==> config.mk <==
export PLATFORM = sky130hd
export DESIGN_NAME = uart_tx_arbiter_flat
export DESIGN_NICKNAME = d
export VERILOG_FILES = /design/src/rtl/uart_tx_arbiter_pkg.sv /design/src/rtl/uart_tx_arbiter_if.sv /design/src/rtl/uart_tx_arbiter_rr_picker.sv /design/src/rtl/uart_tx_arbiter.sv /design/src/flat_wrapper.sv
export SDC_FILE = /design/constraint.sdc
export NUM_CORES = 1
export LEC_CHECK = 0
export BUFFER_PORTS_ARGS = -buffer_cell sky130_fd_sc_hd__buf_4
export CORE_MARGIN = 1
export CORE_UTILIZATION = 49
export DETAILED_ROUTE_END_ITERATION = 12
export PLACE_DENSITY = 0.8
export SKIP_LAST_GASP = 1
export SLEW_MARGIN = 20
export SYNTH_ARGS = -nofsm -noshare
export SYNTH_HDL_FRONTEND = slang
export SYNTH_HIERARCHICAL = 1
export SYNTH_SLANG_ARGS = --single-unit
==> constraint.sdc <==
create_clock -name clk -period 3.6 [get_ports clk]
set_input_delay 0.72 -clock clk [delete_from_list [all_inputs] [get_ports clk]]
set_output_delay 0.72 -clock clk [all_outputs]
set_load 0.01 [all_outputs]
==> src/rtl/uart_tx_arbiter_pkg.sv <==
// Shared types and constants for the UART transmit arbiter.
package uart_arb_pkg;

    typedef enum logic [2:0] {
        CONFIG     = 3'd0,
        IDLE       = 3'd1,
        ISSUE      = 3'd2,
        WAIT_START = 3'd3,
        WAIT_DONE  = 3'd4
    } arb_state_t;

    localparam logic [7:0]  DEFAULT_DIVIDER       = 8'd16;
    localparam int unsigned DEFAULT_START_TIMEOUT = 64;

endpackage

==> src/rtl/uart_tx_arbiter_if.sv <==
// Bus bundle for the UART transmit arbiter: requester side and UART side.
// slave = arbiter view, master = requesters/UART view.
interface uart_tx_arbiter_if #(
    parameter int unsigned NUM_REQ = 4
);
    localparam int unsigned IW = $clog2(NUM_REQ);

    logic [NUM_REQ-1:0]   req_valid;
    logic [8*NUM_REQ-1:0] req_data;
    logic [NUM_REQ-1:0]   req_last;
    logic [NUM_REQ-1:0]   req_ready;
    logic                 en;
    logic                 clk_divider_valid;
    logic [7:0]           clk_divider;
    logic                 tx_data_valid;
    logic [7:0]           tx_data;
    logic                 transmitter_busy;
    logic [IW-1:0]        grant_id;
    logic                 arb_busy;
    logic                 timeout_err;

    modport slave (
        input  req_valid, req_data, req_last, transmitter_busy,
        output req_ready, en, clk_divider_valid, clk_divider,
               tx_data_valid, tx_data, grant_id, arb_busy, timeout_err
    );

    modport master (
        output req_valid, req_data, req_last, transmitter_busy,
        input  req_ready, en, clk_divider_valid, clk_divider,
               tx_data_valid, tx_data, grant_id, arb_busy, timeout_err
    );

endinterface

==> src/rtl/uart_tx_arbiter_rr_picker.sv <==
// Combinational round-robin picker: first valid bit at or above the
// pointer, wrapping, as a one-hot grant plus its index.
module rr_picker #(
    parameter int unsigned N = 4,
    localparam int unsigned IW = (N > 1) ? $clog2(N) : 1
) (
    input  logic [N-1:0]  i_valid,
    input  logic [IW-1:0] i_ptr,
    output logic [N-1:0]  o_grant,
    output logic [IW-1:0] o_idx,
    output logic          o_any
);

    // Scan N positions starting at the pointer; first hit wins.
    always_comb begin
        int unsigned pos;
        o_grant = '0;
        o_idx   = '0;
        o_any   = 1'b0;
        pos     = 0;
        for (int unsigned k = 0; k < N; k++) begin
            pos = 32'(i_ptr) + k;
            if (pos >= N) pos = pos - N;
            if (!o_any && i_valid[pos]) begin
                o_any        = 1'b1;
                o_grant[pos] = 1'b1;
                o_idx        = IW'(pos);
            end
        end
    end

endmodule

==> src/rtl/uart_tx_arbiter.sv <==
// Round-robin arbiter sharing one UART transmitter between NUM_REQ
// byte-stream requesters. Programs the divider once after reset.
// Optional packet lock: define UART_ARB_LOCK_EN.
module uart_tx_arbiter
    import uart_arb_pkg::*;
#(
    parameter int unsigned NUM_REQ       = 4,
    parameter logic [7:0]  DIVIDER       = DEFAULT_DIVIDER,
    parameter int unsigned START_TIMEOUT = DEFAULT_START_TIMEOUT
) (
    input logic               clk,
    input logic               rst,
    uart_tx_arbiter_if.slave  bus
);

    localparam int unsigned IW = $clog2(NUM_REQ);
    localparam int unsigned CW = $clog2(START_TIMEOUT + 1);

    arb_state_t         r_state, w_next;
    logic [IW-1:0]      r_ptr, r_grant_id, w_ptr_next;
    logic [7:0]         r_tx_data, r_clk_div;
    logic               r_en, r_div_valid, r_timeout_err;
    logic [CW-1:0]      r_cnt;

    logic [NUM_REQ-1:0] w_cand, w_pick, w_req_ready;
    logic [IW-1:0]      w_pick_idx;
    logic               w_pick_any, w_grant, w_timeout, w_done;
    logic [7:0]         w_sel_data;
    logic               w_tx_data_valid, w_arb_busy;

`ifdef UART_ARB_LOCK_EN
    logic               r_lock, r_last, w_sel_last;
    logic [NUM_REQ-1:0] w_owner;

    // While locked only the owner of the packet in progress may win.
    always_comb begin
        w_owner             = '0;
        w_owner[r_grant_id] = 1'b1;
        w_cand              = r_lock ? (bus.req_valid & w_owner) : bus.req_valid;
    end
`else
    assign w_cand = bus.req_valid;
`endif

    rr_picker #(.N(NUM_REQ)) u_picker (
        .i_valid (w_cand),
        .i_ptr   (r_ptr),
        .o_grant (w_pick),
        .o_idx   (w_pick_idx),
        .o_any   (w_pick_any)
    );

    assign w_grant    = (r_state == IDLE) && w_pick_any && !bus.transmitter_busy;
    assign w_timeout  = (r_state == WAIT_START) && !bus.transmitter_busy &&
                        (r_cnt == CW'(START_TIMEOUT - 1));
    assign w_done     = (r_state == WAIT_DONE) && !bus.transmitter_busy;
    assign w_ptr_next = (r_grant_id == IW'(NUM_REQ - 1)) ? '0 : r_grant_id + 1'b1;

    // Byte (and last flag) of the winning requester.
    always_comb begin
        w_sel_data = '0;
`ifdef UART_ARB_LOCK_EN
        w_sel_last = 1'b0;
`endif
        for (int unsigned k = 0; k < NUM_REQ; k++) begin
            if (w_pick[k]) begin
                w_sel_data = bus.req_data[8*k +: 8];
`ifdef UART_ARB_LOCK_EN
                w_sel_last = bus.req_last[k];
`endif
            end
        end
    end

    // State register.
    always_ff @(posedge clk) begin
        if (rst) r_state <= CONFIG;
        else     r_state <= w_next;
    end

    // Next-state logic.
    always_comb begin
        w_next = r_state;
        case (r_state)
            CONFIG:     w_next = IDLE;
            IDLE:       if (w_grant) w_next = ISSUE;
            ISSUE:      w_next = WAIT_START;
            WAIT_START: begin
                if (bus.transmitter_busy) w_next = WAIT_DONE;
                else if (w_timeout)       w_next = IDLE;
            end
            WAIT_DONE:  if (!bus.transmitter_busy) w_next = IDLE;
            default:    w_next = CONFIG;
        endcase
    end

    // Combinational outputs. arb_busy excludes CONFIG so that every output
    // reads 0 in the cycle after reset.
    always_comb begin
        w_req_ready     = w_grant ? w_pick : '0;
        w_tx_data_valid = (r_state == ISSUE);
        w_arb_busy      = (r_state == ISSUE) || (r_state == WAIT_START) ||
                          (r_state == WAIT_DONE);
    end

    // Datapath: config pulse, capture on grant, timeout counter, pointer/lock.
    always_ff @(posedge clk) begin
        if (rst) begin
            r_en          <= 1'b0;
            r_div_valid   <= 1'b0;
            r_clk_div     <= '0;
            r_tx_data     <= '0;
            r_grant_id    <= '0;
            r_ptr         <= '0;
            r_cnt         <= '0;
            r_timeout_err <= 1'b0;
`ifdef UART_ARB_LOCK_EN
            r_lock        <= 1'b0;
            r_last        <= 1'b0;
`endif
        end else begin
            if (r_state == CONFIG) begin
                r_en        <= 1'b1;
                r_div_valid <= 1'b1;
                r_clk_div   <= DIVIDER;
            end else begin
                r_div_valid <= 1'b0;
            end

            if (w_grant) begin
                r_tx_data  <= w_sel_data;
                r_grant_id <= w_pick_idx;
`ifdef UART_ARB_LOCK_EN
                r_last     <= w_sel_last;
`endif
            end

            if (r_state == ISSUE)           r_cnt <= '0;
            else if (r_state == WAIT_START) r_cnt <= r_cnt + 1'b1;

            if (w_timeout) begin
                r_timeout_err <= 1'b1;
                r_ptr         <= w_ptr_next;
`ifdef UART_ARB_LOCK_EN
                r_lock        <= 1'b0;
`endif
            end

            if (w_done) begin
`ifdef UART_ARB_LOCK_EN
                // Lock is taken after a non-last byte and released only once
                // the last byte has finished; the pointer stays put meanwhile.
                if (r_last) begin
                    r_lock <= 1'b0;
                    r_ptr  <= w_ptr_next;
                end else begin
                    r_lock <= 1'b1;
                end
`else
                r_ptr <= w_ptr_next;
`endif
            end
        end
    end

    assign bus.req_ready         = w_req_ready;
    assign bus.tx_data_valid     = w_tx_data_valid;
    assign bus.arb_busy          = w_arb_busy;
    assign bus.en                = r_en;
    assign bus.clk_divider_valid = r_div_valid;
    assign bus.clk_divider       = r_clk_div;
    assign bus.tx_data           = r_tx_data;
    assign bus.grant_id          = r_grant_id;
    assign bus.timeout_err       = r_timeout_err;

endmodule

==> src/flat_wrapper.sv <==
// flat-port wrapper written by rule: the top's interface ports become plain ports
module uart_tx_arbiter_flat import uart_arb_pkg::*;
#(
    parameter int unsigned NUM_REQ       = 4,
    parameter logic [7:0]  DIVIDER       = DEFAULT_DIVIDER,
    parameter int unsigned START_TIMEOUT = DEFAULT_START_TIMEOUT
)
  (clk, rst, bus_req_valid, bus_req_data, bus_req_last, bus_transmitter_busy, bus_req_ready, bus_en, bus_clk_divider_valid, bus_clk_divider, bus_tx_data_valid, bus_tx_data, bus_grant_id, bus_arb_busy, bus_timeout_err);
  uart_tx_arbiter_if #(.NUM_REQ(NUM_REQ)) bus_i ();
  input logic clk;
  input logic rst;
  input wire logic [$bits(bus_i.req_valid)-1:0] bus_req_valid;
  input wire logic [$bits(bus_i.req_data)-1:0] bus_req_data;
  input wire logic [$bits(bus_i.req_last)-1:0] bus_req_last;
  input wire logic [$bits(bus_i.transmitter_busy)-1:0] bus_transmitter_busy;
  output wire logic [$bits(bus_i.req_ready)-1:0] bus_req_ready;
  output wire logic [$bits(bus_i.en)-1:0] bus_en;
  output wire logic [$bits(bus_i.clk_divider_valid)-1:0] bus_clk_divider_valid;
  output wire logic [$bits(bus_i.clk_divider)-1:0] bus_clk_divider;
  output wire logic [$bits(bus_i.tx_data_valid)-1:0] bus_tx_data_valid;
  output wire logic [$bits(bus_i.tx_data)-1:0] bus_tx_data;
  output wire logic [$bits(bus_i.grant_id)-1:0] bus_grant_id;
  output wire logic [$bits(bus_i.arb_busy)-1:0] bus_arb_busy;
  output wire logic [$bits(bus_i.timeout_err)-1:0] bus_timeout_err;
  assign bus_i.req_valid = bus_req_valid;
  assign bus_i.req_data = bus_req_data;
  assign bus_i.req_last = bus_req_last;
  assign bus_i.transmitter_busy = bus_transmitter_busy;
  assign bus_req_ready = bus_i.req_ready;
  assign bus_en = bus_i.en;
  assign bus_clk_divider_valid = bus_i.clk_divider_valid;
  assign bus_clk_divider = bus_i.clk_divider;
  assign bus_tx_data_valid = bus_i.tx_data_valid;
  assign bus_tx_data = bus_i.tx_data;
  assign bus_grant_id = bus_i.grant_id;
  assign bus_arb_busy = bus_i.arb_busy;
  assign bus_timeout_err = bus_i.timeout_err;
  uart_tx_arbiter #(.NUM_REQ(NUM_REQ), .DIVIDER(DIVIDER), .START_TIMEOUT(START_TIMEOUT)) u_core (.clk(clk), .rst(rst), .bus(bus_i));
endmodule
==> impl_metrics.ini, run 1 <==
[place]
gp_congestion = 0.862
dp_hpwl_mm = 3.14
dp.cells = 316
port_buffers = 58

[finish]
mostFrequentLayoutCells = 64 x buf_4, 27 x nor2_1, 25 x dfxtp_1
instances_no_fill = 320
layout_commonest_cell = buf_4
antenna_cells = 0
nNetsFinal = 328
layout-drive-gt1-share_pct = 27.7
synthToLayoutAreaGrowth_pct = 24.8
final_util_pct = 66.5

[detailed_routing]
wire_per_inst_um = 13.1
viasPerCell = 5.58
drtPass1Iterations = 4
drtIter0Drc = 80
drc = 0
drt_wl_total_mm = 4.19
vias = 1787
final_antenna_net_count = 0

[sta]
skew_ns = 0.00269
relSlewSlack_pct = 62.0
setup_viol_count_final = 0
tightest_slew_ns = 0.571
finalCriticalPeriod_ns = 3.34
fmaxAchievable_ghz = 0.299
hold_viol_final = 0
drv_slew = 0
rsz0062_at_grt = no
tns_ns = 0
timing.final.crit_share_pct = 92.9

[clock_network]
htree_levels = 1
clk_path_buf_depth = 2
numCtsBuffers = 3
clk_latency_ns = 0.27
path_clk_slew_ns = 0.09
holdBufCountCts = 0
root_buffer = clkbuf_8
cts_tree = yes
clock-sinks = 25

[run_status]
outcome = completed

[yosys]
yosys-mux-area-fraction_pct = 7.52
synth-compound-area-share_pct = 19.7
ys_ff_latch = 25
syn_area_per_cell_um2 = 8.21
synthAdderAreaFrac_pct = 6.77
synthFlopType = dfxtp_1
ys_warn_count = 6
synth_cell_types = 45
syn_area_um2 = 1850
ys_async_sr_fraction_pct = 0
yosys.area_share.simple_pct = 25.2
seq_area_frac_synth_pct = 27.1
yosys.area_share.xor_xnor_pct = 2.84
syn_inst = 225
synth-edff-count = 0
synth_top_family_by_area = simple AND/OR/NAND/NOR gates

[critical_path]
cp_data_required_time_ns = 2.88
crit_arrival_ns = 2.62
cpLargestDelayFamily = simple AND/OR/NAND/NOR gates
path_cells = inv_1 > ha_1 > mux4_2 > nor3_1 > nand2b_1 > nand4bb_1 > nor2_2 > and2_1 > buf_4
path_class = flop to primary output
reg2reg_depth = 11
worstSetupStartpointType = flop
cp-end-kind = primary output
crit_cells = 9
critPathMaxFanout = 14
path_buf_inv = 2
cpMaxStageDelayCell = nor2_2
slowest_delay_ns = 0.45

[min_path]
hp-class = flop to flop
hold_depth = 2

[power]
cellLeakagePower_nw = 0.978
vdd_drop_max_mv = 0.288
cellPowerDensity_nw_per_um2 = 273
total_power_mw = 0.630

[grt]
grt_usage_pct = 21.3
grt_pass1_vias = 1612
grt_pass1_wl_mm = 6.95
grt_max_degree = 21
antenna_found_initial = 0
overflow = 0

[die]
start_util_pct = 53.3
core_area_um2 = 3470
num_rows = 21
die_x_um = 63.4
die_height_um = 63.4
die-area_um2 = 4020
io_pins = 70

[run]
maxCapViolCount = 0
final cells by class:
cell class | instances | area (um^2)
flip-flops and latches | 25 | 500
multi-input cells | 169 | 1170
clock buffers | 3 | 41.3
well taps | 46 | 57.6
fillers | 310 | 1160
repair buffers | 64 | 480
inverters | 12 | 45.0
clock inverters | 1 | 7.51
metrics by stage:
stage,hold WS (ns),setup WS [ns],area [um^2]
floorplan,0.481,0.213,1870
global placement,0.457,0.237,2260
detailed placement,0.471,0.252,2260
CTS,0.494,0.0299,2300
global route,0.514,0.0307,2310
finish,0.492,0.257,2310
cells in the mapped netlist, drive strengths merged, types with 2 or more instances:
master | n | share of area [%]
nor4b | 2 | 2.1
clkbuf | 6 | 1.2
a31oi | 2 | 0.68
dfxtp | 25 | 27
ha | 10 | 6.8
nand3b | 9 | 3.7
a211oi | 10 | 4.1
nand2b | 4 | 1.4
o21ai | 7 | 1.9
mux4 | 4 | 5.3
a221oi | 8 | 3.8
xor2 | 2 | 0.95
nand2 | 12 | 2.4
a21oi | 14 | 3.8
nor2b | 2 | 0.68
buf | 19 | 7.0
or2 | 2 | 0.68
xnor2 | 4 | 1.9
inv | 12 | 2.4
nor4 | 2 | 0.68
a22oi | 8 | 3.2
nor2 | 28 | 5.7
mux2i | 3 | 1.6
and2 | 4 | 1.4
nor3 | 12 | 3.2
per-layer routing:
layer / global-route usage [%] / part of all wire [%]
met1: 25.6 / 43
met2: 37.0 / 48
met3: 4.71 / 6.9
met4: 7.10 / 1.6
met5: 0 / 0
cell families (layout without fill, tap and decap cells):
kind of cell,after synthesis,count (layout)
XOR/XNOR,6,6
AND/OR/NAND/NOR,84,84
multiplexers,8,8
adder cells (fa/ha/maj),10,10
AO/OA/AOI/OAI,54,54
flip-flops,25,25
other,1,7
buffers and inverters,37,80
sequential cells by signal, indices dropped and copies added, names as in the netlist:
name / flops
u_core/bus.clk_divider: 1
u_core/bus.clk_divider_valid: 1
u_core/bus.grant_id: 2
u_core/bus.timeout_err: 1
u_core/bus.tx_data: 8
u_core/r_cnt: 7
u_core/r_ptr: 2
u_core/r_state: 3
power breakdown:
| group | switching (mW) | total, mW | internal (mW) |
|---|---|---|---|
| Clock | 0.0872 | 0.166 | 0.0784 |
| Combinational | 0.0778 | 0.160 | 0.0827 |
| Sequential | 0.0135 | 0.304 | 0.290 |
worst paths after layout:
kind                          startpoint                     end  slack [ns]
hold / removal    u_core/bus.grant_id[1]  u_core/bus.grant_id[1]        0.49
setup / recovery         u_core/r_ptr[1]        bus_req_ready[1]        0.26
setup reg to reg         u_core/r_ptr[1]   u_core/bus.tx_data[0]        0.62
hold reg to reg   u_core/bus.grant_id[1]  u_core/bus.grant_id[1]        0.49
repair_timing:
item | 4_1_cts | 5_1_grt
endpoints found under the setup margin | 0 | 4
gates resized for setup | 0 | 1
endpoints found under the hold margin | 0 | 0
setup buffers | 0 | 0
worst register-to-register path, delay by kind of cell (launching register included):
family | cells | cell delay (ns)
flops | 1 | 0.33
fa+ha+maj | 1 | 0.38
mux | 1 | 0.45
compound gates | 5 | 0.88
simple gates | 2 | 0.49
buf+inv | 2 | 0.39
No activity file was read; power rests on OpenSTA's default activity.
==> run 2: changes to the inputs <==
CELL_PAD_IN_SITES_DETAIL_PLACEMENT = 1   (was not set)
CELL_PAD_IN_SITES_GLOBAL_PLACEMENT = 1   (was not set)
CORE_UTILIZATION = 35   (was 49)
PLACE_DENSITY = not set   (was 0.8)
PLACE_DENSITY_LB_ADDON = 0.1   (was not set)
==> run 2 against run 1 <==
  * Clock-buffer cell count did not move
  * First-iteration DRC count fell by 49%
  * Clock power rose by 2%
  * Critical path depth fell by 1
  * Hold slack improved by 0.0034 ns
  * Wire length rose by 17%
  * Non-clock buffer count rose by 5
  * Register-to-register slack got worse by 0.12 ns
  * Fmax fell by 1.2%
  * Final cell count rose by 9.1%
  * Design area rose by 2.9%
==> impl_metrics.ini, run 2 (synthesized netlist as in run 1, its figures left out) <==
[die]
start_util_pct = 36.2
num_rows = 26
die-area_um2 = 5570
die_x_um = 74.7
io_pins = 70
core_area_um2 = 5110
die_height_um = 74.7

[critical_path]
path_class = flop to primary output
reg2reg_depth = 11
reg2reg_slack_ns = 0.50
cpMaxStageDelayCell = o21ai_1
reg2reg_from = u_core/r_ptr[1]
cp-end-kind = primary output
worstSetupStartpointType = flop
cpLargestDelayFamily = compound AO/OA/AOI/OAI gates
r2r-end = u_core/bus.tx_data[7]
path_buf_inv = 2
slowest_delay_ns = 0.45
crit_arrival_ns = 2.66
critPathMaxFanout = 8
critPathLaunch = u_core/r_ptr[1]
path_cells = inv_1 > ha_1 > mux4_2 > and2b_2 > a22oi_1 > o21ai_1 > and2_1 > buf_4
cp_data_required_time_ns = 2.88

[clock_network]
numCtsBuffers = 3
post_cts_buffers = 0
holdBufCountCts = 0
clk_latency_ns = 0.27
clock-sinks = 25
path_clk_slew_ns = 0.09
ctsResizeCount = 0
htree_levels = 1
root_buffer = clkbuf_8
clk_path_buf_depth = 2
cts_tree = yes

[grt]
grt_pass1_wl_mm = 7.80
antenna_found_initial = 0
grt_usage_pct = 17.9
grt_max_degree = 21
overflow = 0
grt_pass1_vias = 1631

[place]
gp_congestion = 0.779
place_area_um2 = 2320
port_buffers = 58
dp_hpwl_mm = 3.79

[min_path]
hold_depth = 2
holdPathEnd = u_core/bus.grant_id[1]
hp-class = flop to flop
min-delay-start = u_core/bus.grant_id[1]

[sta]
fmaxAchievable_ghz = 0.296
finalCriticalPeriod_ns = 3.38
relSlewSlack_pct = 58.7
hold_viol_final = 0
drv_slew = 0
rsz0062_at_grt = no
timing.final.crit_share_pct = 94.0
tightest_slew_ns = 0.619
whs_ns = 0.496
skew_ns = 0.00556
setup_viol_count_final = 0
tns_ns = 0

[finish]
ff_latch_area_um2 = 500
layout-drive-gt1-share_pct = 29.0
multi_input_area_um2 = 1170
antenna_cells = 0
mostFrequentLayoutCells = 69 x buf_4, 27 x nor2_1, 25 x dfxtp_1
fill_cells = 660
layout_commonest_cell = buf_4
synthToLayoutAreaGrowth_pct = 28.5
largest_reg_flops = 8
nNetsFinal = 333
final_util_pct = 46.5
design_area_um2 = 2370

[power]
cellPowerDensity_nw_per_um2 = 271
total_power_mw = 0.643
cellLeakagePower_nw = 1.00
vdd_drop_max_mv = 0.158

[detailed_routing]
drc = 0
vias = 1779
wire_per_inst_um = 14.0
drtPass1Iterations = 4
final_antenna_net_count = 0
drtIter0Drc = 41
drt_wl_total_mm = 4.88
viasPerCell = 5.10

[run]
maxCapViolCount = 0

[run_status]
outcome = completed
==> run 2: cell types whose count changed in the layout (fill, tap and decap cells not counted), sizes merged <==
cell and change:
buf +5
==> run 2: worst min-delay path: cells and delay by family, from the launching register on <==
| kind | cells | cell delay, ns |
|---|---|---|
| compound gates | 1 | 0.05 |
| simple gates | 1 | 0.06 |
| flops | 1 | 0.34 |
==> run 2: layout make-up <==
class / instances / share of cell area (%)
multi-input cells: 169 / 49.5
repair buffers: 69 / 21.8
clock inverters: 1 / 0.316
clock buffers: 3 / 1.74
inverters: 12 / 1.90
well taps: 70 / 3.69
flip-flops and latches: 25 / 21.1
==> run 2: how the worst max path moves through the flow <==
stage | cells past startpoint | endpoint
finish | 8 | bus_req_ready[2]
global route | 8 | bus_req_ready[2]
CTS | 9 | bus_req_ready[0]
detailed placement | 8 | bus_req_ready[0]
global placement | 8 | bus_req_ready[0]
floorplan | 11 | bus_req_ready[3]
==> run 2: layer usage <==
| layer | GRT usage, % | wire, um |
|---|---|---|
| met1 | 24.4 | 2340 |
| met2 | 29.8 | 2230 |
| met3 | 1.74 | 259 |
| met4 | 5.66 | 50 |
| met5 | 0 | 0 |
==> run 2: power breakdown <==
group          total [mW]  internal (mW)  switching (mW)  leakage (nW)
sequential          0.300          0.290          0.0101         0.204
clock               0.170         0.0785          0.0917        0.0217
combinational       0.172         0.0871          0.0851         0.777
==> run 2: through the flow <==
step	worst slack, ns	cells
4_1_cts	0.0302	349
3_5_place_dp	0.276	345
5_1_grt	0.0222	349
2_1_floorplan	0.213	231
3_3_place_gp	0.272	345
6_report	0.217	349
==> run 3: changes to the inputs <==
ABC_AREA = 1   (was not set)
CORE_UTILIZATION = 34   (was 35)
==> run 3 against run 2 <==
  * Clock-buffer cell count did not move
  * Sequential share of layout area fell by 1.3 points
  * Worst setup slack improved by 0.17 ns
  * Synthesized area rose by 9.1%
  * Clock power rose by 4%
  * Global-route usage rose by 1.2 points
  * Die area rose by 12%
  * Critical path depth rose by 4
  * Critical endpoint unchanged
==> impl_metrics.ini, run 3 <==
[yosys]
ys_async_sr_fraction_pct = 0
syn_area_um2 = 2020
synth_cell_types = 29
synthFlopType = dfxtp_1
synth.area.top_cells = dfxtp_1 25%, nand2_1 11%, nand3_1 11%
yosysTopAreaCellShare_pct = 24.8
yosys-top-cells-count = 61 x nand2_1, 43 x nand3_1, 36 x inv_1, 30 x a21oi_1, 27 x nor2_1
ys_warn_count = 6
synth-edff-count = 0
synth.largest_area_cell = dfxtp_1
synth_most_common_cell = nand2_1
syn_area_per_cell_um2 = 6.40
ys_ff_latch = 25
seq_area_frac_synth_pct = 24.8
syn_inst = 315

[finish]
largest_reg_flops = 8
layout_commonest_cell = buf_4
nNetsFinal = 427
layout-drive-gt1-share_pct = 27.6
mostFrequentLayoutCells = 66 x buf_4, 61 x nand2_1, 43 x nand3_1
design_area_um2 = 2540
synthToLayoutAreaGrowth_pct = 26.1
antenna_cells = 0

[place]
port_buffers = 58
dp_hpwl_mm = 4.53
gp_congestion = 0.770
place_area_um2 = 2490

[detailed_routing]
drt_wl_total_mm = 5.57
vias = 2170
drc = 0
final_antenna_net_count = 0
drtIter0Drc = 77
drtPass1Iterations = 4
wire_per_inst_um = 12.5
viasPerCell = 4.88

[clock_network]
cts_tree = yes
clk_path_buf_depth = 2
htree_levels = 1
clock-sinks = 25
clk_latency_ns = 0.28
root_buffer = clkbuf_8
holdBufCountCts = 0
numCtsBuffers = 3
path_clk_slew_ns = 0.09

[sta]
tns_ns = 0
drv_slew = 0
rsz0062_at_grt = no
hold_viol_final = 0
timing.final.crit_share_pct = 89.2
setup_viol_count_final = 0
finalCriticalPeriod_ns = 3.21
fmaxAchievable_ghz = 0.311
skew_ns = 0.00393

[die]
die_x_um = 79.0
io_pins = 70
core_area_um2 = 5610
start_util_pct = 35.9
num_rows = 27
die-area_um2 = 6240
die_height_um = 79.0

[grt]
grt_pass1_wl_mm = 9.60
grt_pass1_vias = 2132
met2_usage_pct = 33.3
overflow = 0
top_usage_layer = met2
gr-usage-met1_pct = 24.3
grt_usage_pct = 19.0
antenna_found_initial = 0
met3_usage_pct = 4.48
grt_max_degree = 17

[critical_path]
reg2reg_depth = 12
worstSetupStartpointType = flop
crit_arrival_ns = 2.49
path_class = flop to primary output
cp_data_required_time_ns = 2.88
critPathMaxFanout = 13
cp-end-kind = primary output

[power]
cellLeakagePower_nw = 1.33
vdd_drop_max_mv = 0.153
cellPowerDensity_nw_per_um2 = 281

[run_status]
outcome = completed

[min_path]
hp-class = flop to flop
hold_depth = 2

[run]
maxCapViolCount = 0
## run 3: path summary, 6_finish.rpt
path                          start                     end  slack (ns)
min reg2reg  u_core/bus.timeout_err  u_core/bus.timeout_err        0.46
max                 u_core/r_ptr[1]        bus_req_ready[2]        0.39
max reg2reg         u_core/r_ptr[1]   u_core/bus.tx_data[2]        1.14
min          u_core/bus.timeout_err  u_core/bus.timeout_err        0.46
## run 3: area by class of cell
class / count / area, um^2
clock buffer: 3 / 41.3
clock inverter: 1 / 7.51
fill: 776 / 3070
inverter: 41 / 154
multi-input combinational: 237 / 1250
sequential: 25 / 502
tap: 72 / 90.1
timing repair buffer: 66 / 495
## run 3: cells by family (layout without fill, tap and decap cells)
logic type	after synthesis	count (layout)	share of synthesized area [%]
other	1	7	0.186
AND/OR/NAND/NOR	169	169	41.0
flip-flops	25	25	24.8
adder cells (fa/ha/maj)	10	10	6.21
buffers and inverters	59	111	14.3
AO/OA/AOI/OAI	51	51	13.4
## run 3: through the flow
step                      power, mW  std cells  hold WS, ns  setup slack [ns]  util [%]
after CTS                     0.725        445        0.471             0.162      45.2
after global placement        0.541        441        0.437             0.510      44.4
after floorplan               0.456        321        0.458             0.543         -
after detailed placement      0.546        441        0.456             0.498      44.4
after global routing          0.767        445        0.497             0.141      45.3
final                         0.714        445        0.463             0.387      45.3
## run 3: what timing repair did
item,4_1_cts,5_1_grt
buffers inserted,0,0
gates resized for setup,0,2
setup endpoints to repair,0,4
## run 3: routing by layer
| metal | wire length [um] | share of wire, % | vias up |
|---|---|---|---|
| met5 | 0 | 0 | - |
| met4 | 0 | 0 | 0 |
| met3 | 295 | 5.3 | 0 |
| met2 | 2550 | 46 | 50 |
| met1 | 2730 | 49 | 991 |
| li1 | - | - | 1129 |
## run 3: worst max-delay path: stages (launching register included)
cell and delay, ns:
dfxtp_2 0.45, inv_1 0.19, ha_1 0.40, inv_1 0.11, nand2_1 0.09, nand2_2 0.06
nor2_4 0.23, nand4_1 0.14, nand2_1 0.16, nor2_4 0.09, inv_2 0.10, nor2_1 0.05
buf_4 0.14
## run 3: where the power goes
part | switching (mW) | internal [mW]
logic | 0.123 | 0.100
registers | 0.0183 | 0.296
clock network | 0.0981 | 0.0787
